**src/rtl/serial_add_pkg.sv**
```systemverilog
// Shared types and constants for the nibble-serial add/sub/PADDSB sequencer.
package serial_add_pkg;

    localparam int NIB_W   = 4;
    localparam int NUM_NIB = 4;
    localparam int WORD_W  = NIB_W * NUM_NIB;

    typedef enum logic [1:0] {
        OP_ADD    = 2'b00,
        OP_SUB    = 2'b01,
        OP_PADDSB = 2'b10
    } op_e;

    typedef enum logic [1:0] {
        IDLE = 2'b00,
        RUN  = 2'b01,
        DONE = 2'b10
    } state_e;

    localparam logic [WORD_W-1:0] SAT_POS16 = 16'h7FFF;
    localparam logic [WORD_W-1:0] SAT_NEG16 = 16'h8000;
    localparam logic [NIB_W-1:0]  SAT_POS4  = 4'h7;
    localparam logic [NIB_W-1:0]  SAT_NEG4  = 4'h8;

    // The unused 2'b11 encoding falls back to ADD.
    function automatic op_e decode_op(input logic [1:0] raw);
        case (raw)
            2'b01:   return OP_SUB;
            2'b10:   return OP_PADDSB;
            default: return OP_ADD;
        endcase
    endfunction

endpackage

```
**src/rtl/nibble_cla_slice.sv**
```systemverilog
// Purely combinational 4-bit carry-lookahead adder slice (generate/propagate form).
module nibble_cla_slice
    import serial_add_pkg::*;
(
    input  logic [NIB_W-1:0] a,
    input  logic [NIB_W-1:0] b,
    input  logic             cin,
    output logic [NIB_W-1:0] sum,
    output logic             cout
);

    logic [NIB_W-1:0] g;
    logic [NIB_W-1:0] p;
    logic [NIB_W:0]   c;

    assign g = a & b;
    assign p = a ^ b;

    assign c[0] = cin;
    assign c[1] = g[0] | (p[0] & cin);
    assign c[2] = g[1] | (p[1] & g[0]) | (p[1] & p[0] & cin);
    assign c[3] = g[2] | (p[2] & g[1]) | (p[2] & p[1] & g[0])
                | (p[2] & p[1] & p[0] & cin);
    assign c[4] = g[3] | (p[3] & g[2]) | (p[3] & p[2] & g[1])
                | (p[3] & p[2] & p[1] & g[0]) | (p[3] & p[2] & p[1] & p[0] & cin);

    assign sum  = p ^ c[NIB_W-1:0];
    assign cout = c[NIB_W];

endmodule

```
**src/rtl/serial_add_ctrl.sv**
```systemverilog
// 16-bit ADD/SUB/PADDSB computed over four cycles on one shared nibble slice.
// Define SERIAL_ADD_SAT_EN to saturate ADD/SUB on word overflow (otherwise they wrap).
module serial_add_ctrl
    import serial_add_pkg::*;
(
    input  logic              clk,
    input  logic              rst_n,
    input  logic              start,
    input  logic [1:0]        op,
    input  logic [WORD_W-1:0] a,
    input  logic [WORD_W-1:0] b,
    output logic              busy,
    output logic              done,
    output logic [WORD_W-1:0] result,
    output logic              v,
    output logic              n,
    output logic              z
);

    state_e            state_q, state_d;
    logic [1:0]        nib_cnt_q;
    logic              cin_q;
    logic              nov_q;
    op_e               op_q;
    logic [WORD_W-1:0] a_q, b_q;
    logic [11:0]       sum_q;
    logic [WORD_W-1:0] result_q;
    logic              v_q, n_q, z_q;

    logic              start_acc, last_nib;
    logic [3:0]        nib_base;
    logic [NIB_W-1:0]  a_nib, b_nib, s_nib, nib_wr;
    logic              slice_cin, s_cout, nib_ov, word_ov, fin_v;
    logic [WORD_W-1:0] word_raw, fin_res;

    assign start_acc = (state_q == IDLE) && start;
    assign last_nib  = (state_q == RUN) && (nib_cnt_q == 2'(NUM_NIB - 1));

    assign nib_base  = {nib_cnt_q, 2'b00};
    assign a_nib     = a_q[nib_base +: NIB_W];
    assign b_nib     = b_q[nib_base +: NIB_W];
    assign slice_cin = (op_q == OP_PADDSB) ? 1'b0 : cin_q;

    nibble_cla_slice u_slice (
        .a    (a_nib),
        .b    (b_nib),
        .cin  (slice_cin),
        .sum  (s_nib),
        .cout (s_cout)
    );

    assign nib_ov = (a_nib[NIB_W-1] == b_nib[NIB_W-1]) && (s_nib[NIB_W-1] != a_nib[NIB_W-1]);
    assign nib_wr = ((op_q == OP_PADDSB) && nib_ov) ? (a_nib[NIB_W-1] ? SAT_NEG4 : SAT_POS4)
                                                    : s_nib;

    // Top nibble is still on the slice output when the word result is formed.
    assign word_raw = {nib_wr, sum_q};
    assign word_ov  = (a_q[WORD_W-1] == b_q[WORD_W-1]) && (word_raw[WORD_W-1] != a_q[WORD_W-1]);
    assign fin_v    = (op_q == OP_PADDSB) ? (nov_q | nib_ov) : word_ov;

`ifdef SERIAL_ADD_SAT_EN
    assign fin_res = ((op_q != OP_PADDSB) && word_ov) ? (a_q[WORD_W-1] ? SAT_NEG16 : SAT_POS16)
                                                      : word_raw;
`else
    assign fin_res = word_raw;
`endif

    always_ff @(posedge clk or negedge rst_n) begin
        if (!rst_n) begin
            state_q <= IDLE;
        end else begin
            state_q <= state_d;
        end
    end

    always_comb begin
        state_d = state_q;
        case (state_q)
            IDLE:    if (start)    state_d = RUN;
            RUN:     if (last_nib) state_d = DONE;
            DONE:                  state_d = IDLE;
            default:               state_d = IDLE;
        endcase
    end

    always_comb begin
        busy = (state_q != IDLE);
        done = (state_q == DONE);
    end

    always_ff @(posedge clk or negedge rst_n) begin
        if (!rst_n) begin
            nib_cnt_q <= '0;
            cin_q     <= 1'b0;
            nov_q     <= 1'b0;
            result_q  <= '0;
            v_q       <= 1'b0;
            n_q       <= 1'b0;
            z_q       <= 1'b0;
        end else if (start_acc) begin
            nib_cnt_q <= '0;
            cin_q     <= (decode_op(op) == OP_SUB);
            nov_q     <= 1'b0;
        end else if (state_q == RUN) begin
            nib_cnt_q <= nib_cnt_q + 2'd1;
            cin_q     <= s_cout;
            nov_q     <= nov_q | ((op_q == OP_PADDSB) && nib_ov);
            if (last_nib) begin
                result_q <= fin_res;
                v_q      <= fin_v;
                n_q      <= fin_res[WORD_W-1];
                z_q      <= (fin_res == '0);
            end
        end
    end

    // Operand and partial-sum storage needs no reset: it is always loaded before use.
    always_ff @(posedge clk) begin
        if (start_acc) begin
            a_q  <= a;
            b_q  <= (decode_op(op) == OP_SUB) ? ~b : b;
            op_q <= decode_op(op);
        end else if (state_q == RUN) begin
            case (nib_cnt_q)
                2'd0:    sum_q[3:0]  <= nib_wr;
                2'd1:    sum_q[7:4]  <= nib_wr;
                2'd2:    sum_q[11:8] <= nib_wr;
                default: ;
            endcase
        end
    end

    assign result = result_q;
    assign v      = v_q;
    assign n      = n_q;
    assign z      = z_q;

endmodule

```
**config.mk**
```make
export PLATFORM = sky130hd
export DESIGN_NAME = serial_add_ctrl
export DESIGN_NICKNAME = d
export VERILOG_FILES = /design/src/rtl/serial_add_pkg.sv /design/src/rtl/nibble_cla_slice.sv /design/src/rtl/serial_add_ctrl.sv
export SDC_FILE = /design/constraint.sdc
export NUM_CORES = 1
export LEC_CHECK = 0
export BUFFER_PORTS_ARGS = -buffer_cell sky130_fd_sc_hd__buf_2
export CAP_MARGIN = 5
export CELL_PAD_IN_SITES_DETAIL_PLACEMENT = 0
export CELL_PAD_IN_SITES_GLOBAL_PLACEMENT = 1
export CORE_UTILIZATION = 30
export CTS_CLUSTER_DIAMETER = 60
export DETAILED_ROUTE_END_ITERATION = 16
export PLACE_DENSITY = 0.65
export SYNTH_ARGS = -nofsm -noshare
export SYNTH_HDL_FRONTEND = slang
export SYNTH_SLANG_ARGS = --single-unit
```
**constraint.sdc**
```tcl
create_clock -name clk -period 3.2 [get_ports clk]
set_input_delay 0.64 -clock clk [delete_from_list [all_inputs] [get_ports clk]]
set_output_delay 0.64 -clock clk [all_outputs]
set_load 0.05 [all_outputs]
```
== Yosys cells after proc, flatten, opt, wreduce, memory -nomap -nowiden ==
Cells that the tools add are included.
Storage, ports and cells
  bits in registers: 71
  input bits: 37
Cells by class
  shift-type cells: 2
  add/sub/neg operators: 1
  equal/unequal tests: 15
  mux-type cells: 16
  bitwise operators: 33
  reduce and logical (&&, ||, !) cells: 15
Operators with widths (count)
  $shiftx A16 B5 Y4: 2
  $and A1 B1 Y1: 16
  $logic_not A16 Y1: 1
  $mux W16: 1
  $not A16 Y16: 1
  $or A1 B1 Y1: 12
  $reduce_and A3 Y1: 4
  $eq A2 B2 Y1 const B: 5
  $mux W2: 5
  $eq A2 B1 Y1 const B: 4
  $mux W4: 2
  $pmux W2 S2: 2
  $xor A4 B4 Y4: 2
  $mux W1: 6
  $logic_and A1 B1 Y1: 5
  $and A4 B4 Y4: 1
  $logic_not A2 Y1: 2
  $ne A2 B2 Y1 const B: 2
  $reduce_bool A2 Y1: 2
  $add A2 B1 Y2 const B: 1
  $eq A1 B1 Y1: 2
  $ne A1 B1 Y1: 2
  $reduce_and A2 Y1: 1
  $not A1 Y1: 1

== Depth between registers and ports, before layout ==
  word-level depth: 14
  gate-level depth with buffers: 11
  depth with buffers taken out: 9

== Hierarchy ==
Synthesis repeated with hierarchy kept, for this count alone.
Second synthesis, totals
  cells, all modules: 231
  area total of the unflattened synthesis: 3146.8 um2
By module, submodules not included
  serial_add_ctrl: cells an instance 214, times used 1, area each 2999.1 um2, sequential area each 1981.9 um2
  nibble_cla_slice: cells an instance 17, times used 1, area each 147.6 um2, sequential area each 0.0 um2

== Worst setup path after synthesis ==
No wires, ideal clock.
  path kind: reg2reg
  start: register nib_cnt_q[0]
  end: register sum_q[0] (data pin)
  path buffers: 1
  period minus slack after synthesis: 2628 ps
  slack: 572 ps
  stages on the path, launching flop included: 9
  setup time: 263 ps
  data arrival time: 2365 ps
  path through: dfrtp_1 buf_2 mux4_1 ha_1 o21ai_0 nor2b_4 o21ai_0 a21oi_1 nor2_1
Between the ends
  word-level cells in the longest chain between the ends: 11
RTL lines
  from (decl): line serial_add_ctrl.sv:21  | logic [1:0] nib_cnt_q;
  from (signal assigned): line serial_add_ctrl.sv:105  | nib_cnt_q <= nib_cnt_q + 2'd1;
  $shiftx A16 B5 Y4, on equally long branches: line serial_add_ctrl.sv:40, serial_add_ctrl.sv:41
  $xor A4 B4 Y4 / $and A4 B4 Y4 (equally long branches): line nibble_cla_slice.sv:17, nibble_cla_slice.sv:16
  $and A1 B1 Y1, on equally long branches: line nibble_cla_slice.sv:22, nibble_cla_slice.sv:23
  $or A1 B1 Y1 (tied with other cells): line nibble_cla_slice.sv:22  | assign c[3] = g[2] | (p[2] & g[1]) | (p[2] & p[1] & g[0])
  $or A1 B1 Y1 / $and A1 B1 Y1 (equally long branches): line nibble_cla_slice.sv:22, nibble_cla_slice.sv:23
  $or A1 B1 Y1: line nibble_cla_slice.sv:23  | | (p[2] & p[1] & p[0] & cin);
  $xor A4 B4 Y4: line nibble_cla_slice.sv:27  | assign sum = p ^ c[NIB_W-1:0];
  $ne A1 B1 Y1: line serial_add_ctrl.sv:52  | assign nib_ov = (a_nib[NIB_W-1] == b_nib[NIB_W-1]) && (s_nib[NIB_W-1] != a_nib[NIB_W-1]);
  $logic_and A1 B1 Y1: line serial_add_ctrl.sv:52
  $logic_and A1 B1 Y1: line serial_add_ctrl.sv:53  | assign nib_wr = ((op_q == OP_PADDSB) && nib_ov) ? (a_nib[NIB_W-1] ? SAT_NEG4 : SAT_POS4)
  $mux W4 *: line serial_add_ctrl.sv:53
  named net nib_wr[0]: line serial_add_ctrl.sv:32  | logic [NIB_W-1:0] a_nib, b_nib, s_nib, nib_wr;
  to (signal assigned): line serial_add_ctrl.sv:125  | 2'd0: sum_q[3:0] <= nib_wr;
  to (decl): line serial_add_ctrl.sv:26  | logic [11:0] sum_q;
The timed path passes the listed nets; every way through them passes the cells marked *.
A chain may end at the register's enable or synchronous reset.

== Worst setup path in the final report ==
  start: register nib_cnt_q[0]
  end: register sum_q[4] (data pin)
The elaborated chain is that of the path after synthesis.

==> flow_metrics.py <==
metrics = {
    "floorplanning": {
        "dieWidth_um": 106,
        "io_pins": 58,
        "rows": 37,
        "die-height_um": 106,
        "die_area_um2": 11300,
        "core_um2": 10400,
        "start_util_pct": 31.3,
    },
    "drt": {
        "vias_per_cell": 4.50,
        "wl_per_cell_um": 14.0,
        "firstDrtPassIters": 4,
        "drc_errors": 0,
        "drtAntennaViolNets": 0,
        "drtIter0Drc": 91,
        "wl_um": 6000,
        "dr_total_vias": 1936,
    },
    "clock_network": {
        "ctsResizeCount": 0,
        "clk_latency_ns": 0.34,
        "cts_tree": "built",
        "cts_htree_levels": 3,
        "cts.sinks": 70,
        "root_buffer": "clkbuf_8",
        "post-cts-setup-buffer-count": 0,
        "cts_max_path_buffers": 2,
        "postCtsHoldBufs": 0,
        "cts.clk_slew.worst_paths_ns": 0.08,
        "cts_buffers": 9,
    },
    "logic_synthesis": {
        "yosysTopAreaCellShare_pct": 42.4,
        "synth_top_cells_by_count": "46 x edfxtp_1, 24 x dfrtp_1, 17 x xnor2_1, 14 x inv_1, 13 x mux2_2",
        "yosysSeqAreaShare_pct": 60.9,
        "netlist_area_um2": 3260,
        "yosysMostFrequentCell": "edfxtp_1",
        "synth_top_flop_cell": "edfxtp_1",
        "synthArstFlopShare_pct": 34.3,
        "synth.area.top_cells": "edfxtp_1 42%, dfrtp_1 18%, mux4_1 5.6%",
        "synth.distinct_cells": 47,
        "netlist_instances": 226,
        "synth-edff-count": 46,
        "ys_ff_latch": 70,
        "yosysWarnings": 0,
        "syn_avg_cell_area_um2": 14.4,
        "synth_largest_area_cell": "edfxtp_1",
        "synth_nets": 272,
    },
    "grt": {
        "grt_pass1_vias": 1956,
        "grt_pass1_wl_um": 9920,
        "antenna_found_initial": 0,
        "grt_max_degree": 35,
        "grt-ovfl-total": 0,
        "grt_usage_pct": 11.7,
    },
    "setup_path": {
        "worst_path_max_delay_cell": "mux4_1",
        "cpMostUsedCell": "nor2_1",
        "crit_chain": "buf_4 > mux4_1 > ha_1 > nor2_1 > o21ai_0 > a21oi_1 > nor2_1",
        "path_max_fanout": 10,
        "start_kind": "flop",
        "critPathKind": "reg -> reg",
        "slowest_delay_ns": 0.55,
        "required_ns": 3.29,
        "arrival_ns": 2.97,
        "endpoint_kind": "flop",
    },
    "cells_and_area": {
        "design_area_um2": 3890,
        "nNetsFinal": 335,
        "area_delta_synth_final_pct": 19.4,
        "n_fill_cell": 1023,
        "antenna_cells": 0,
        "drive_gt1_share_pct": 33.7,
    },
    "hold_path": {
        "hold_class": "in -> async",
    },
    "flow_run": {
        "cap_violations": 0,
    },
    "placement": {
        "dpl.hpwl_um": 4480,
        "portBuffers": 57,
        "gp_congestion": 0.756,
        "placed_area_um2": 3680,
    },
    "power_and_ir_drop": {
        "p_leak_uw": 0.00156,
        "ir_drop_mv": 0.528,
        "power_density_nw_per_um2": 1170,
    },
    "sta": {
        "tightest_slew_ns": 0.987,
        "final_hold_viol_count": 0,
        "final-max-slew-violation-count": 0,
        "min_period_ns": 2.88,
        "period_share_pct": 90.0,
        "maxSlewHeadroom_pct": 34.2,
        "finalSetupViolCount": 0,
        "max_freq_ghz": 0.347,
        "grt_setup_unrepaired": "no",
        "skew_ns": 0.0127,
        "setup_tns_ns": 0,
        "hold_ws_ns": 0.272,
    },
    "run_status": {
        "outcome": "finished clean",
    },
}
==> flip-flops by register name (all words and copies together), names as in the netlist <==
| register | cells |
|---|---|
| state_q | 2 |
| z | 1 |
| cin_q | 1 |
| nib_cnt_q | 2 |
| sum_q | 12 |
| v | 1 |
| op_q | 2 |
| nov_q | 1 |
| result | 16 |
| b_q | 16 |
| a_q | 16 |
==> cell type report <==
cell class	instances	area [um2]	share of cell area, %
clock buffer	9	124	3.19
clock inverter	7	80.1	2.06
inverter	15	61.3	1.58
multi-input combinational	133	1160	29.9
sequential	70	1980	51.0
tap	136	170	4.38
timing repair buffer	60	308	7.92
==> placed cells by master (no fill, tap or decap), types with 2 or more instances in the layout <==
| cell | netlist | layout |
|---|---|---|
| a21oi_1 | 11 | 11 |
| and2_1 | 3 | 3 |
| buf_2 | 6 | 57 |
| buf_4 | 1 | 3 |
| clkbuf_8 | 0 | 9 |
| clkinv_4 | 1 | 2 |
| clkinvlp_4 | 0 | 2 |
| dfrtp_1 | 24 | 24 |
| edfxtp_1 | 46 | 46 |
| ha_1 | 8 | 8 |
| inv_1 | 14 | 14 |
| inv_6 | 0 | 3 |
| mux2_2 | 13 | 13 |
| mux2i_1 | 3 | 3 |
| mux4_1 | 7 | 7 |
| nand2_1 | 11 | 11 |
| nand2b_1 | 4 | 4 |
| nand3_1 | 4 | 4 |
| nor2_1 | 9 | 9 |
| nor2b_1 | 2 | 2 |
| nor2b_4 | 2 | 2 |
| nor3_1 | 2 | 2 |
| nor3b_1 | 2 | 2 |
| nor4_1 | 2 | 2 |
| o21ai_0 | 7 | 7 |
| o31ai_1 | 4 | 4 |
| xnor2_1 | 17 | 17 |
==> report_power, final <==
part | switching [uW] | internal (uW) | total [uW]
Sequential | 194 | 1410 | 1610
Clock | 360 | 369 | 730
Combinational | 1410 | 795 | 2200
==> worst paths after layout <==
check	startpoint	to	slack, ns	depth (start not counted)
setup / recovery	nib_cnt_q[0]	sum_q[4]	0.32	7
hold / removal	rst_n	cin_q	0.27	1
setup reg to reg	nib_cnt_q[0]	sum_q[4]	0.32	7
hold reg to reg	result[12]	result[12]	0.49	2
max in group asynchronous	rst_n	result[12]	2.56	1
min in group clk	a[11]	a_q[11]	0.47	1
==> worst max-delay path, delay by kind of cell (launching register included) <==
kind                     cells  cell delay (ns)
multiplexers                 1             0.55
flip-flops                   1             0.54
AO/OA/AOI/OAI                2             0.49
AND/OR/NAND/NOR              2             0.41
adder cells (fa/ha/maj)      1             0.41
buffers and inverters        1             0.23
==> layer usage <==
layer / share of wire (%) / vias up / GRT usage, %
met3: 5.0 / 4 / 3.92
met4: 0.80 / 0 / 4.76
met1: 47 / 909 / 14.9
met2: 48 / 62 / 18.2
li1: - / 961 / -
met5: 0 / - / 0
==> per-stage QoR <==
stage | power (uW) | worst slack, ns | utilization [%] | instances
global route | 4860 | 0.124 | 37.3 | 430
global placement | 3810 | 0.430 | 35.4 | 414
finish | 4540 | 0.321 | 37.3 | 430
floorplan | 3320 | 0.572 | - | 226
detailed placement | 3840 | 0.348 | 35.4 | 414
CTS | 4590 | 0.334 | 37.3 | 430
==> cell families after synthesis <==
group / after synthesis / synth area share, %
compound gates: 35 / 7.34
xor+xnor: 17 / 4.57
fa+ha+maj: 9 / 3.69
buf+inv: 23 / 3.38
flops: 70 / 60.9
mux: 24 / 11.5
simple gates: 48 / 8.61
Note: power is estimated with default switching activity, not from simulation.
